--- config.mk ---
export PLATFORM = sky130hd
export DESIGN_NAME = vga_bar_decoder
export DESIGN_NICKNAME = d
export VERILOG_FILES = /design/src/rtl/vga_bar_decoder.sv
export SDC_FILE = /design/constraint.sdc
export NUM_CORES = 1
export LEC_CHECK = 0
export ABC_AREA = 1
export BUFFER_PORTS_ARGS = -buffer_cell sky130_fd_sc_hd__buf_2
export CORE_MARGIN = 4
export CORE_UTILIZATION = 59
export DETAILED_ROUTE_END_ITERATION = 10
export PLACE_DENSITY = 0.82
export SYNTH_ARGS = -nofsm -noshare
export SYNTH_HDL_FRONTEND = slang
export SYNTH_SLANG_ARGS = --single-unit
export TNS_END_PERCENT = 10
--- constraint.sdc ---
create_clock -name clk -period 2.53 [get_ports clk]
set_input_delay 0.759 -clock clk [delete_from_list [all_inputs] [get_ports clk]]
set_output_delay 0.759 -clock clk [all_outputs]
set_load 0.005 [all_outputs]
--- src/rtl/vga_bar_decoder.sv ---
// Purpose : measures VGA line/frame timing from pixel-strobed sync inputs and counts
//           WHITE pixels on one chosen line per frame.
// Latency : outputs and frame_done update 1 clk after the vsync-fall pixel strobe.
// Backpr. : none; the block samples only on pix_en strobes and can never stall its source.
//
// Ports
//   clk, rst_n            : system clock, async active-low reset
//   pix_en                : one-clk pixel strobe; all other inputs are ignored while low
//   hsync_in, vsync_in    : active-low syncs, synchronous to clk
//   r_in, g_in, b_in      : 4-bit pixel colour
//   h_total, hs_width     : pixels per line / pixels per line with hsync low
//   v_total               : lines per frame
//   white_cnt             : WHITE pixels seen on MEAS_LINE in the last complete frame
//   lock                  : timing stable for two consecutive frames
//   frame_done            : one-clk pulse when the outputs above update
module vga_bar_decoder #(
    parameter logic [9:0]  MEAS_LINE = 10'd235,
    parameter logic [11:0] WHITE     = 12'hFFF
) (
    input  logic       clk,
    input  logic       rst_n,
    input  logic       pix_en,
    input  logic       hsync_in,
    input  logic       vsync_in,
    input  logic [3:0] r_in,
    input  logic [3:0] g_in,
    input  logic [3:0] b_in,
    output logic [9:0] h_total,
    output logic [9:0] hs_width,
    output logic [9:0] v_total,
    output logic [9:0] white_cnt,
    output logic       lock,
    output logic       frame_done
);

    localparam logic [9:0] CNT_MAX = 10'd1023;

    typedef enum logic [1:0] {IDLE, ALIGN, LOCKED} state_t;

    state_t     state, state_nxt;

    logic       prev_hs, prev_vs;
    logic [9:0] pix_cnt, hs_cnt, line_cnt, wcnt;
    logic [9:0] h_line_len, hs_len, v_len;
    logic [9:0] ref_h, ref_v;
    logic       ref_vld;
    logic       sat_seen;

    logic       hs_fall, hs_rise, vs_fall;
    logic       pix_white;
    logic       frame_sat;
    logic [9:0] h_meas, v_meas;
    logic       meas_match;
    logic       upd, store;

    // Length latches saturate too, so a saturated counter reports 1023 rather than wrapping to 0.
    function automatic logic [9:0] sat_inc(input logic [9:0] v);
        return (v == CNT_MAX) ? v : v + 10'd1;
    endfunction

    assign hs_fall   = pix_en &  prev_hs & ~hsync_in;
    assign hs_rise   = pix_en & ~prev_hs &  hsync_in;
    assign vs_fall   = pix_en &  prev_vs & ~vsync_in;
    assign pix_white = ({r_in, g_in, b_in} == WHITE);

    // The vsync fall usually coincides with an hsync fall; use the line length being
    // latched on this same strobe rather than the stale h_line_len register.
    assign h_meas     = hs_fall ? sat_inc(pix_cnt) : h_line_len;
    assign v_meas     = sat_inc(line_cnt);
    assign meas_match = (h_meas == ref_h) && (v_meas == ref_v);

    // Counters sitting at 1023 on the closing strobe count as saturated in this frame.
    assign frame_sat  = sat_seen || (pix_cnt == CNT_MAX) || (hs_cnt == CNT_MAX) ||
                        (line_cnt == CNT_MAX);

    // Sync history, advanced only on pixel strobes.
    always_ff @(posedge clk or negedge rst_n) begin
        if (!rst_n) begin
            prev_hs <= 1'b1;
            prev_vs <= 1'b1;
        end else if (pix_en) begin
            prev_hs <= hsync_in;
            prev_vs <= vsync_in;
        end
    end

    // Pixels per line.
    always_ff @(posedge clk or negedge rst_n) begin
        if (!rst_n) begin
            pix_cnt    <= 10'd0;
            h_line_len <= 10'd0;
        end else if (hs_fall) begin
            h_line_len <= sat_inc(pix_cnt);
            pix_cnt    <= 10'd0;
        end else if (pix_en) begin
            pix_cnt    <= sat_inc(pix_cnt);
        end
    end

    // Hsync pulse width: the fall sample itself counts as the first low pixel.
    always_ff @(posedge clk or negedge rst_n) begin
        if (!rst_n) begin
            hs_cnt <= 10'd0;
            hs_len <= 10'd0;
        end else begin
            if (hs_fall) begin
                hs_cnt <= 10'd1;
            end else if (pix_en && !hsync_in) begin
                hs_cnt <= sat_inc(hs_cnt);
            end
            if (hs_rise) begin
                hs_len <= hs_cnt;
            end
        end
    end

    // Lines per frame; a vsync fall takes priority over a coincident hsync fall.
    always_ff @(posedge clk or negedge rst_n) begin
        if (!rst_n) begin
            line_cnt <= 10'd0;
            v_len    <= 10'd0;
        end else if (vs_fall) begin
            v_len    <= v_meas;
            line_cnt <= 10'd0;
        end else if (hs_fall) begin
            line_cnt <= sat_inc(line_cnt);
        end
    end

    // White pixel count on the measurement line, and the per-frame saturation flag.
    always_ff @(posedge clk or negedge rst_n) begin
        if (!rst_n) begin
            wcnt     <= 10'd0;
            sat_seen <= 1'b0;
        end else if (vs_fall) begin
            wcnt     <= 10'd0;
            sat_seen <= 1'b0;
        end else begin
            if (pix_en && (line_cnt == MEAS_LINE) && pix_white) begin
                wcnt <= sat_inc(wcnt);
            end
            if ((pix_cnt == CNT_MAX) || (hs_cnt == CNT_MAX) || (line_cnt == CNT_MAX)) begin
                sat_seen <= 1'b1;
            end
        end
    end

    // Lock FSM: all decisions are taken on vsync-fall strobes only.
    always_comb begin
        state_nxt = state;
        upd       = 1'b0;
        store     = 1'b0;
        if (vs_fall) begin
            case (state)
                IDLE: begin
                    // First fall only marks frame start; the frame before it was partial.
                    state_nxt = ALIGN;
                end
                ALIGN: begin
                    upd   = 1'b1;
                    store = 1'b1;
                    if (ref_vld && meas_match && !frame_sat) begin
                        state_nxt = LOCKED;
                    end
                end
                LOCKED: begin
                    upd   = 1'b1;
                    store = 1'b1;
                    if (!meas_match || frame_sat) begin
                        state_nxt = ALIGN;
                    end
                end
                default: begin
                    state_nxt = IDLE;
                end
            endcase
        end
    end

    always_ff @(posedge clk or negedge rst_n) begin
        if (!rst_n) begin
            state      <= IDLE;
            lock       <= 1'b0;
            frame_done <= 1'b0;
            ref_h      <= 10'd0;
            ref_v      <= 10'd0;
            ref_vld    <= 1'b0;
            h_total    <= 10'd0;
            hs_width   <= 10'd0;
            v_total    <= 10'd0;
            white_cnt  <= 10'd0;
        end else begin
            state      <= state_nxt;
            // Driven from next state so lock always equals (state == LOCKED).
            lock       <= (state_nxt == LOCKED);
            frame_done <= upd;
            if (store) begin
                ref_h   <= h_meas;
                ref_v   <= v_meas;
                ref_vld <= 1'b1;
            end
            if (upd) begin
                h_total   <= h_meas;
                hs_width  <= hs_len;
                v_total   <= v_meas;
                white_cnt <= wcnt;
            end
        end
    end

endmodule

## Yosys cells after proc, flatten, opt, wreduce, memory -nomap -nowiden

Cells that the tools add are included.
W data, S select, Z words.

- Output and inout port bits: 42
- Bits of input ports: 17
- Bits in registers: 108
- Word-level logic and storage cells: 88

- Add/subtract/negate cells: 4
- Multiplexer cells: 21
- Reduce and logical (&&, ||, !) cells: 24
- Bitwise logic cells: 9
- Eq/ne operators: 13

Operators by type and width:

| operator | count |
|---|---|
| $mux W10 | 13 |
| $add A10 B1 Y10 const B | 4 |
| $eq A10 B10 Y1 const B | 4 |
| $eq A10 B10 Y1 | 2 |
| $eq A12 B12 Y1 const B | 1 |
| $eq A10 B8 Y1 const B | 1 |
| $reduce_bool A2 Y1 | 5 |
| $and A1 B1 Y1 | 6 |
| $logic_and A1 B1 Y1 | 6 |
| $logic_or A1 B1 Y1 | 6 |
| $mux W2 | 3 |
| $pmux W2 S3 | 1 |
| $eq A2 B2 Y1 const B | 2 |
| $mux W1 | 4 |
| $ne A2 B2 Y1 const B | 2 |
| $reduce_and A2 Y1 | 2 |
| $logic_not A1 Y1 | 3 |
| $not A1 Y1 | 3 |
| $eq A2 B1 Y1 const B | 1 |
| $logic_not A2 Y1 | 1 |
| $reduce_or A2 Y1 | 1 |

## Depth between registers and ports, before layout

Gate-level depths: netlist of the first run.

- Word-level depth: 11
- Mapped depth: 19
- Mapped depth without buffers: 19

## Worst setup path after synthesis of the first run

No wires, ideal clock.

- Kind: input -> register
- From: in pix_en
- To: reg lock
- Stages: 15
- Path buffers: 2
- Data required time: 2.459 ns
- Path slack: 0.018 ns
- Library setup time: 0.071 ns
- Data arrival time: 2.440 ns
- Cells stage by stage: buf_4 -> inv_4 -> or2_4 -> nor2_8 -> inv_2 -> buf_6 -> nand2_1 -> a21boi_4 -> xor2_1 -> nand3_1 -> nor2_2 -> nand3_1 -> o21ai_0 -> nand2_1 -> nor2_1

- Cells in the longest elaborated chain, start to end: 11
- Elaborated cells on any way between the ends: 16
- Those cells by class: 2 x eq/ne; 5 x mux; 4 x bitwise; 5 x reduce/logical

Ends and longest elaborated chain:

| item | RTL line | source |
|---|---|---|
| start: declaration | 22 | `input logic pix_en,` |
| $and A1 B1 Y1 (2 in a row) | 61 | `assign hs_fall = pix_en & prev_hs & ~hsync_in;` |
| $mux W10 | -- |  |
| $eq A10 B10 Y1 | 70 | `assign meas_match = (h_meas == ref_h) && (v_meas == ref_v);` |
| $logic_and A1 B1 Y1 | 70 |  |
| $logic_not A1 Y1 / $logic_and A1 B1 Y1 (equally long branches) | 169, 162 |  |
| $logic_or A1 B1 Y1 / $logic_and A1 B1 Y1 (equally long branches) | 169, 162 |  |
| $mux W2, on equally long branches | 169, 162 |  |
| $pmux W2 S3 | 154 | `case (state)` |
| $mux W2 (*) | 153 | `if (vs_fall) begin` |
| $eq A2 B2 Y1 (*) | 195 | `lock <= (state_nxt == LOCKED);` |
| end signal: assignment | 195 |  |
| end: declaration | 32 | `output logic lock,` |

Every way passes the cells marked *; elsewhere a longest branch is shown, timed or not.
A chain may end at the register's enable or synchronous reset.

## Final worst setup path of the first run

- From: reg pix_cnt[1]
- To: reg lock

- Cells in the longest elaborated chain, start to end: 11
- Elaborated cells on any way between the ends: 19
- Those cells by class: 1 x add/sub; 3 x eq/ne; 6 x mux; 9 x reduce/logical

Ends and longest elaborated chain:

| item | RTL line | source |
|---|---|---|
| start: declaration | 43 | `logic [9:0] pix_cnt, hs_cnt, line_cnt, wcnt;` |
| start signal: assignment | 96 | `pix_cnt <= sat_inc(pix_cnt);` |
| $add A10 B1 Y10 / $eq A10 B10 Y1 (equally long branches) | 58, 73 |  |
| $mux W10 (2 in a row) | -- |  |
| $eq A10 B10 Y1 | 70 |  |
| $logic_and A1 B1 Y1 | 70 |  |
| $logic_not A1 Y1 / $logic_and A1 B1 Y1 (equally long branches) | 169, 162 |  |
| $logic_or A1 B1 Y1 / $logic_and A1 B1 Y1 (equally long branches) | 169, 162 |  |
| $mux W2, on equally long branches | 169, 162 |  |
| $pmux W2 S3 (*) | 154 |  |
| $mux W2 (*) | 153 |  |
| $eq A2 B2 Y1 (*) | 195 |  |

Marked as above.

==> impl_metrics.csv, run 1 <==
group,metric,value,unit
run_status,status,"finished clean",
synthesis,synth_cells,706,
worst_setup_path,crit_path_top_delay_cell,"dfrtp_1",
clock_tree,cts.sinks,108,
clock_tree,clock_latency,0.38,ns
final_layout,finalNetCount,827,
route,ant_nets,0,
route,vias,4963,
placed_design,hpwl,9.363,mm
worst_hold_path,worstHoldPathType,"in2async",
synthesis,synth-edff-count,0,
sta,layout_setup_ws,0.05440,ns
floorplan,floorplan.rows,34,
global_routing,use_met2,0.4016,
final_layout,final_common_cell,"nand2_1",
global_routing,grt.busiest_layer,"met2",
sta,fin_crit,2.476,ns
floorplan,die_w,104.1,um
clock_tree,cts_buffer_depth,2,
synthesis,synth_area,5454,sq um
sta,finalHoldViolCount,0,
power,p_leak,3.355,nW
global_routing,grt.total_usage,0.2401,
worst_setup_path,crit_type,"reg2reg",
worst_setup_path,crit_path_frequent_cell,"nand2_1",
sta,finalCritPeriodShare,0.9785,
sta,fin_setup_tns,0,ns
worst_setup_path,arrival,2.79,ns
power,powerDensity,752.5,nW/um^2
clock_tree,root_buffer,"clkbuf_8",
global_routing,grt_first_pass_wirelength,21.66,mm
final_layout,antennaDiodeCount,0,
global_routing,met1_usage,0.3128,
worst_setup_path,critPathMaxStageDelay,0.38,ns
sta,slew_headroom,0.6173,
synthesis,synthArstFlopShare,1.000,
synthesis,netlist-cell-type-count,35,
synthesis,synth_fp_nets,731,
placed_design,dp_cells,894,
synthesis,avgSynthCellArea,7.725,sq um
sta,finalMaxSlewViolations,0,
clock_tree,hold_buffers,0,
synthesis,synth_seq_cells,108,
synthesis,synth_area_leader_cell,"dfrtp_1",
worst_setup_path,startpoint_type,"register",
floorplan,core_area,8848,sq um
clock_tree,clkTransAtPathRegs,0.11,ns
worst_setup_path,path_cells,"ha_2 > nand2_2 > nor2_4 > nand3_2 > nand3_1 > nand2_1 > nand2_1 > nand2_1 > nor2_1 > nand3_1 > nor2_2 > nand3_1 > nand2_1 > nand2_1 > o21ai_1 > nand2_1 > nor2_1",
worst_setup_path,end_kind,"register",
floorplan,die_area,10850,sq um
final_layout,instances_no_fill,914,
global_routing,grt.overflow.total,0,
synthesis,synth-main-ff-cell,"dfrtp_1",
floorplan,initial_utilization,0.6164,
route,drt-pass1-iter-count,7,
placed_design,place_congestion,0.9096,
synthesis,ys_seq_area_frac,0.4960,
power,ir_drop,0.0004432,V
final_layout,final_util,0.7346,
sta,setup_viol,0,
final_layout,drive_above_1_share,0.2035,
worst_setup_path,required,2.85,ns
placed_design,portBuffers,58,
sta,worstMarginPinSlew,0.5725,ns
floorplan,ios,59,
clock_tree,htree_levels,3,
sta,hold_ws,0.4212,ns
sta,rsz0062_at_grt,"true",
global_routing,grt_pass1_vias,4871,
synthesis,yosys.area.top_type_share,0.4864,
route,routed_via_density,5.430,
sta,fin_skew,0.01274,ns
route,wire_per_inst,14.24,um
clock_tree,cts_buffers,9,
route,wirelength,13.01,mm
route,drtIter0Drc,331,
worst_setup_path,path_max_fanout,8,
global_routing,grt_max_degree,109,
route,drc_errors,0,
global_routing,antenna_found_initial,0,
synthesis,yosysWarningCount,0,
synthesis,synth_area_leaders,"dfrtp_1 (49%), nand2_1 (16%), inv_1 (6.0%), o21ai_0 (5.8%), nand3_1 (4.9%)",
global_routing,met3_usage,0.04531,
sta,fmax,403.9,MHz
clock_tree,cts_tree,"built",
flow_run,max_cap_viol_count,0,
floorplan,die_h,104.1,um
placed_design,pre_cts_ws,-0.2706,ns
final_layout,final_cell_mix,"nand2_1 (224), dfrtp_1 (106), inv_1 (86)",
final_layout,area_growth,19.18,%
-- per-layer routing --
layer	vias to the layer above	share of wire
met2	162	0.49
met1	2324	0.43
li1	2450	-
met5	-	0
met3	27	0.056
met4	0	0.020
-- cells in the mapped netlist (all sizes together), types with 3 or more instances --
| library cell | number |
|---|---|
| ha | 8 |
| nand3 | 54 |
| buf | 6 |
| nand4 | 12 |
| nand3b | 3 |
| or2 | 10 |
| o22ai | 8 |
| nand2 | 230 |
| nor4 | 4 |
| nor3 | 14 |
| a21oi | 17 |
| nor2 | 45 |
| inv | 89 |
| o21bai | 4 |
| clkbuf | 14 |
| o21ai | 64 |
| xor2 | 9 |
| dfrtp | 106 |
-- final cells by class --
| type | count | area [sq um] |
|---|---|---|
| flip-flops and latches | 108 | 2705 |
| multi-input cells | 490 | 2462 |
| fillers | 687 | 2349 |
| repair buffers | 104 | 679.4 |
| inverters | 89 | 336.6 |
| well taps | 108 | 135.1 |
| clock buffers | 9 | 123.9 |
| clock inverters | 6 | 57.56 |
-- state kept, by name, summed over array words and instances, names as in the netlist, 2 cells and up --
name and count:
h_line_len 10, hs_cnt 10, hs_len 10, hs_width 10
line_cnt 10, pix_cnt 10, ref_h 10, ref_v 10
wcnt 10, white_cnt 10, state 2
-- worst max-delay path, delay by kind of cell (launching register included) --
family / cells / cell delay, ns
AO/OA/AOI/OAI: 1 / 0.12
AND/OR/NAND/NOR: 15 / 1.71
adder cells (fa/ha/maj): 1 / 0.20
flip-flops: 1 / 0.38
-- timing repair --
action,4_1_cts,5_1_grt
setup buffers,1,3
gates cloned,0,1
endpoints found under the setup margin,3,3
gates resized for setup,8,29
pin swaps,0,14
-- through the flow --
stage          cell area, sq um  power, mW
2_1_floorplan              5454      3.159
3_3_place_gp               6141      3.718
3_5_place_dp               6141      3.800
4_1_cts                    6361      4.838
5_1_grt                    6500      5.240
6_report                   6500      4.891
-- power by group --
part / internal [mW] / switching, mW / leakage [nW]
registers: 2.09 / 0.275 / 1.42
logic: 0.657 / 0.853 / 1.84
clock network: 0.376 / 0.637 / 0.0937
-- final timing paths --
check	from	cells after the start	end	slack [ns]
worst max-delay path	pix_cnt[1]$_DFFE_PN0P_	17	lock$_DFF_PN0_	0.05
worst min-delay path	rst_n	2	hs_width[4]$_DFFE_PN0P_	0.42
worst max register to register	pix_cnt[1]$_DFFE_PN0P_	17	lock$_DFF_PN0_	0.05
worst min register to register	hs_len[9]$_DFFE_PN0P_	2	hs_width[9]$_DFFE_PN0P_	0.48
max in group asynchronous	rst_n	2	h_line_len[5]$_DFF_PN0_	1.67
min in group clk	hs_len[9]$_DFFE_PN0P_	2	hs_width[9]$_DFFE_PN0P_	0.48
-- logic make-up after synthesis --
kind of cell	synth area share
AOI/OAI and AO/OA	0.09773
DFF	0.4960
buffers and inverters	0.07891
and+or+nand+nor	0.2914
adders and majority gates	0.01835
xor gates and xnor gates	0.01767
No activity file was read; power rests on OpenSTA's default activity.
==> run 2, diff against run 1 <==
Settings changed: PLACE_DENSITY 0.82 to 0.76.
==> impl_metrics.csv, run 2 (synthesis gave the netlist of run 1 again) <==
group,metric,value,unit
global_routing,grt_pass1_vias,4710,
worst_setup_path,crit_type,"in2reg",
final_layout,drive_above_1_share,0.2202,
clock_tree,clock_latency,0.37,ns
route,drc_errors,0,
worst_setup_path,crit_path_top_delay_cell,"or2_2",
worst_setup_path,path_max_fanout,5,
final_layout,final_util,0.7483,
sta,finalMaxSlewViolations,0,
sta,fin_crit,2.394,ns
floorplan,floorplan.rows,34,
worst_setup_path,startpoint_type,"input pin",
route,wirelength,12.97,mm
sta,finalCritPeriodShare,0.9461,
power,powerDensity,732.4,nW/um^2
worst_setup_path,cp_num_buf_inv,4,
global_routing,met1_usage,0.3093,
worst_hold_path,worstHoldPathType,"in2async",
floorplan,die_area,10850,sq um
worst_setup_path,rrSetupSlack,0.14,ns
global_routing,grt.total_usage,0.2359,
route,ant_nets,0,
worst_setup_path,crit_family,"simple AND/OR/NAND/NOR gates",
power,p_total,4.850,mW
power,ir_drop,0.0003970,V
global_routing,use_met2,0.4030,
sta,worstMarginPinSlew,0.6135,ns
worst_setup_path,crit_path_frequent_cell,"nand2_1",
final_layout,seq_area,2705,sq um
route,drtIter0Drc,219,
final_layout,antennaDiodeCount,0,
global_routing,grt_first_pass_wirelength,21.32,mm
sta,setup_viol,0,
floorplan,ios,59,
clock_tree,root_buffer,"clkbuf_8",
floorplan,initial_utilization,0.6164,
final_layout,multi_input_area,2476,sq um
run_status,status,"finished clean",
global_routing,grt.busiest_layer,"met2",
placed_design,portBuffers,58,
clock_tree,clkTransAtPathRegs,0.10,ns
sta,fmax,417.8,MHz
worst_setup_path,end_kind,"register",
worst_setup_path,path_cells,"buf_2 > inv_4 > or2_4 > nor2_8 > buf_4 > buf_4 > or2_2 > nand3_1 > nand2_1 > nor2_1 > nand3_2 > nor2_4 > nand3_2 > nand2_1 > nand3_1 > nand2_1 > nand2_1 > nor2_1",
final_layout,finalNetCount,842,
clock_tree,cts_tree,"built",
global_routing,grt_max_degree,60,
flow_run,max_cap_viol_count,0,
floorplan,die_h,104.1,um
final_layout,final_common_cell,"nand2_1",
sta,slew_headroom,0.5899,
clock_tree,cts_buffers,9,
route,routed_via_density,5.437,
global_routing,antenna_found_initial,0,
sta,finalHoldViolCount,0,
floorplan,core_area,8848,sq um
clock_tree,cts_buffer_depth,2,
sta,fin_skew,0.01161,ns
sta,hold_ws,0.3202,ns
worst_setup_path,required,2.84,ns
placed_design,place_congestion,0.8592,
sta,fin_setup_tns,0,ns
route,vias,5056,
global_routing,met3_usage,0.03973,
power,p_leak,3.413,nW
clock_tree,htree_levels,3,
final_layout,final_cell_mix,"nand2_1 (222), dfrtp_1 (106), inv_1 (86)",
worst_setup_path,critPathMaxStageDelay,0.27,ns
final_layout,area_growth,21.40,%
clock_tree,cts.sinks,108,
worst_setup_path,arrival,2.70,ns
final_layout,final.fill_count,650,
placed_design,hpwl,9.089,mm
global_routing,grt.overflow.total,0,
route,drt-pass1-iter-count,5,
floorplan,die_w,104.1,um
route,wire_per_inst,13.95,um
clock_tree,hold_buffers,0,
## run 2: cell type report
| cell class | count | share of cell area |
|---|---|---|
| Clock buffer | 10 | 0.01927 |
| Multi-Input combinational cell | 491 | 0.3740 |
| Sequential cell | 108 | 0.4085 |
| Tap cell | 108 | 0.02041 |
| Inverter | 89 | 0.05121 |
| Clock inverter | 6 | 0.007181 |
| Timing Repair Buffer | 118 | 0.1194 |
## run 2: worst register-to-register path, delay by kind of cell (launching register included)
kind / cells / cell delay [ns]
adder cells (fa/ha/maj): 1 / 0.17
flip-flops: 1 / 0.42
buffers and inverters: 2 / 0.27
AND/OR/NAND/NOR: 16 / 1.46
## run 2: path summary, 6_finish.rpt
kind	startpoint	endpoint	cells past startpoint
max	pix_en	lock$_DFF_PN0_	18
min	rst_n	hs_cnt[7]$_DFFE_PN0P_	1
max reg2reg	line_cnt[1]$_DFFE_PN0P_	lock$_DFF_PN0_	19
min reg2reg	hs_len[2]$_DFFE_PN0P_	hs_width[2]$_DFFE_PN0P_	2
max in group asynchronous	rst_n	prev_hs$_DFFE_PN1P_	2
min in group clk	hs_len[2]$_DFFE_PN0P_	hs_width[2]$_DFFE_PN0P_	2
## run 2: layer usage
metal  vias to the layer above  part of all wire  wire (um)
li1                       2486                 -          -
met4                         0             0.016        214
met3                        18             0.054        705
met2                       158              0.50       6459
met5                         -                 0          0
met1                      2394              0.43       5593
## run 2: power breakdown
group	internal, mW	switching, mW	leakage (nW)
Sequential	2.09	0.273	1.42
Clock	0.368	0.606	0.0808
Combinational	0.678	0.832	1.91
## run 2: per-stage QoR
stage / setup WS [ns] / cells / cell area, sq um
floorplan: 0.01822 / 706 / 5454
global placement: -0.06696 / 899 / 6166
detailed placement: -0.1151 / 899 / 6166
CTS: 0.01970 / 915 / 6356
global route: -0.05754 / 930 / 6621
finish: 0.1363 / 930 / 6621
## run 2: timing repair
| item | CTS | global route |
|---|---|---|
| setup buffers | 0 | 13 |
| resized for setup | 3 | 41 |
| pin swaps | 0 | 22 |
| endpoints found under the setup margin | 3 | 3 |
| cloned | 0 | 2 |
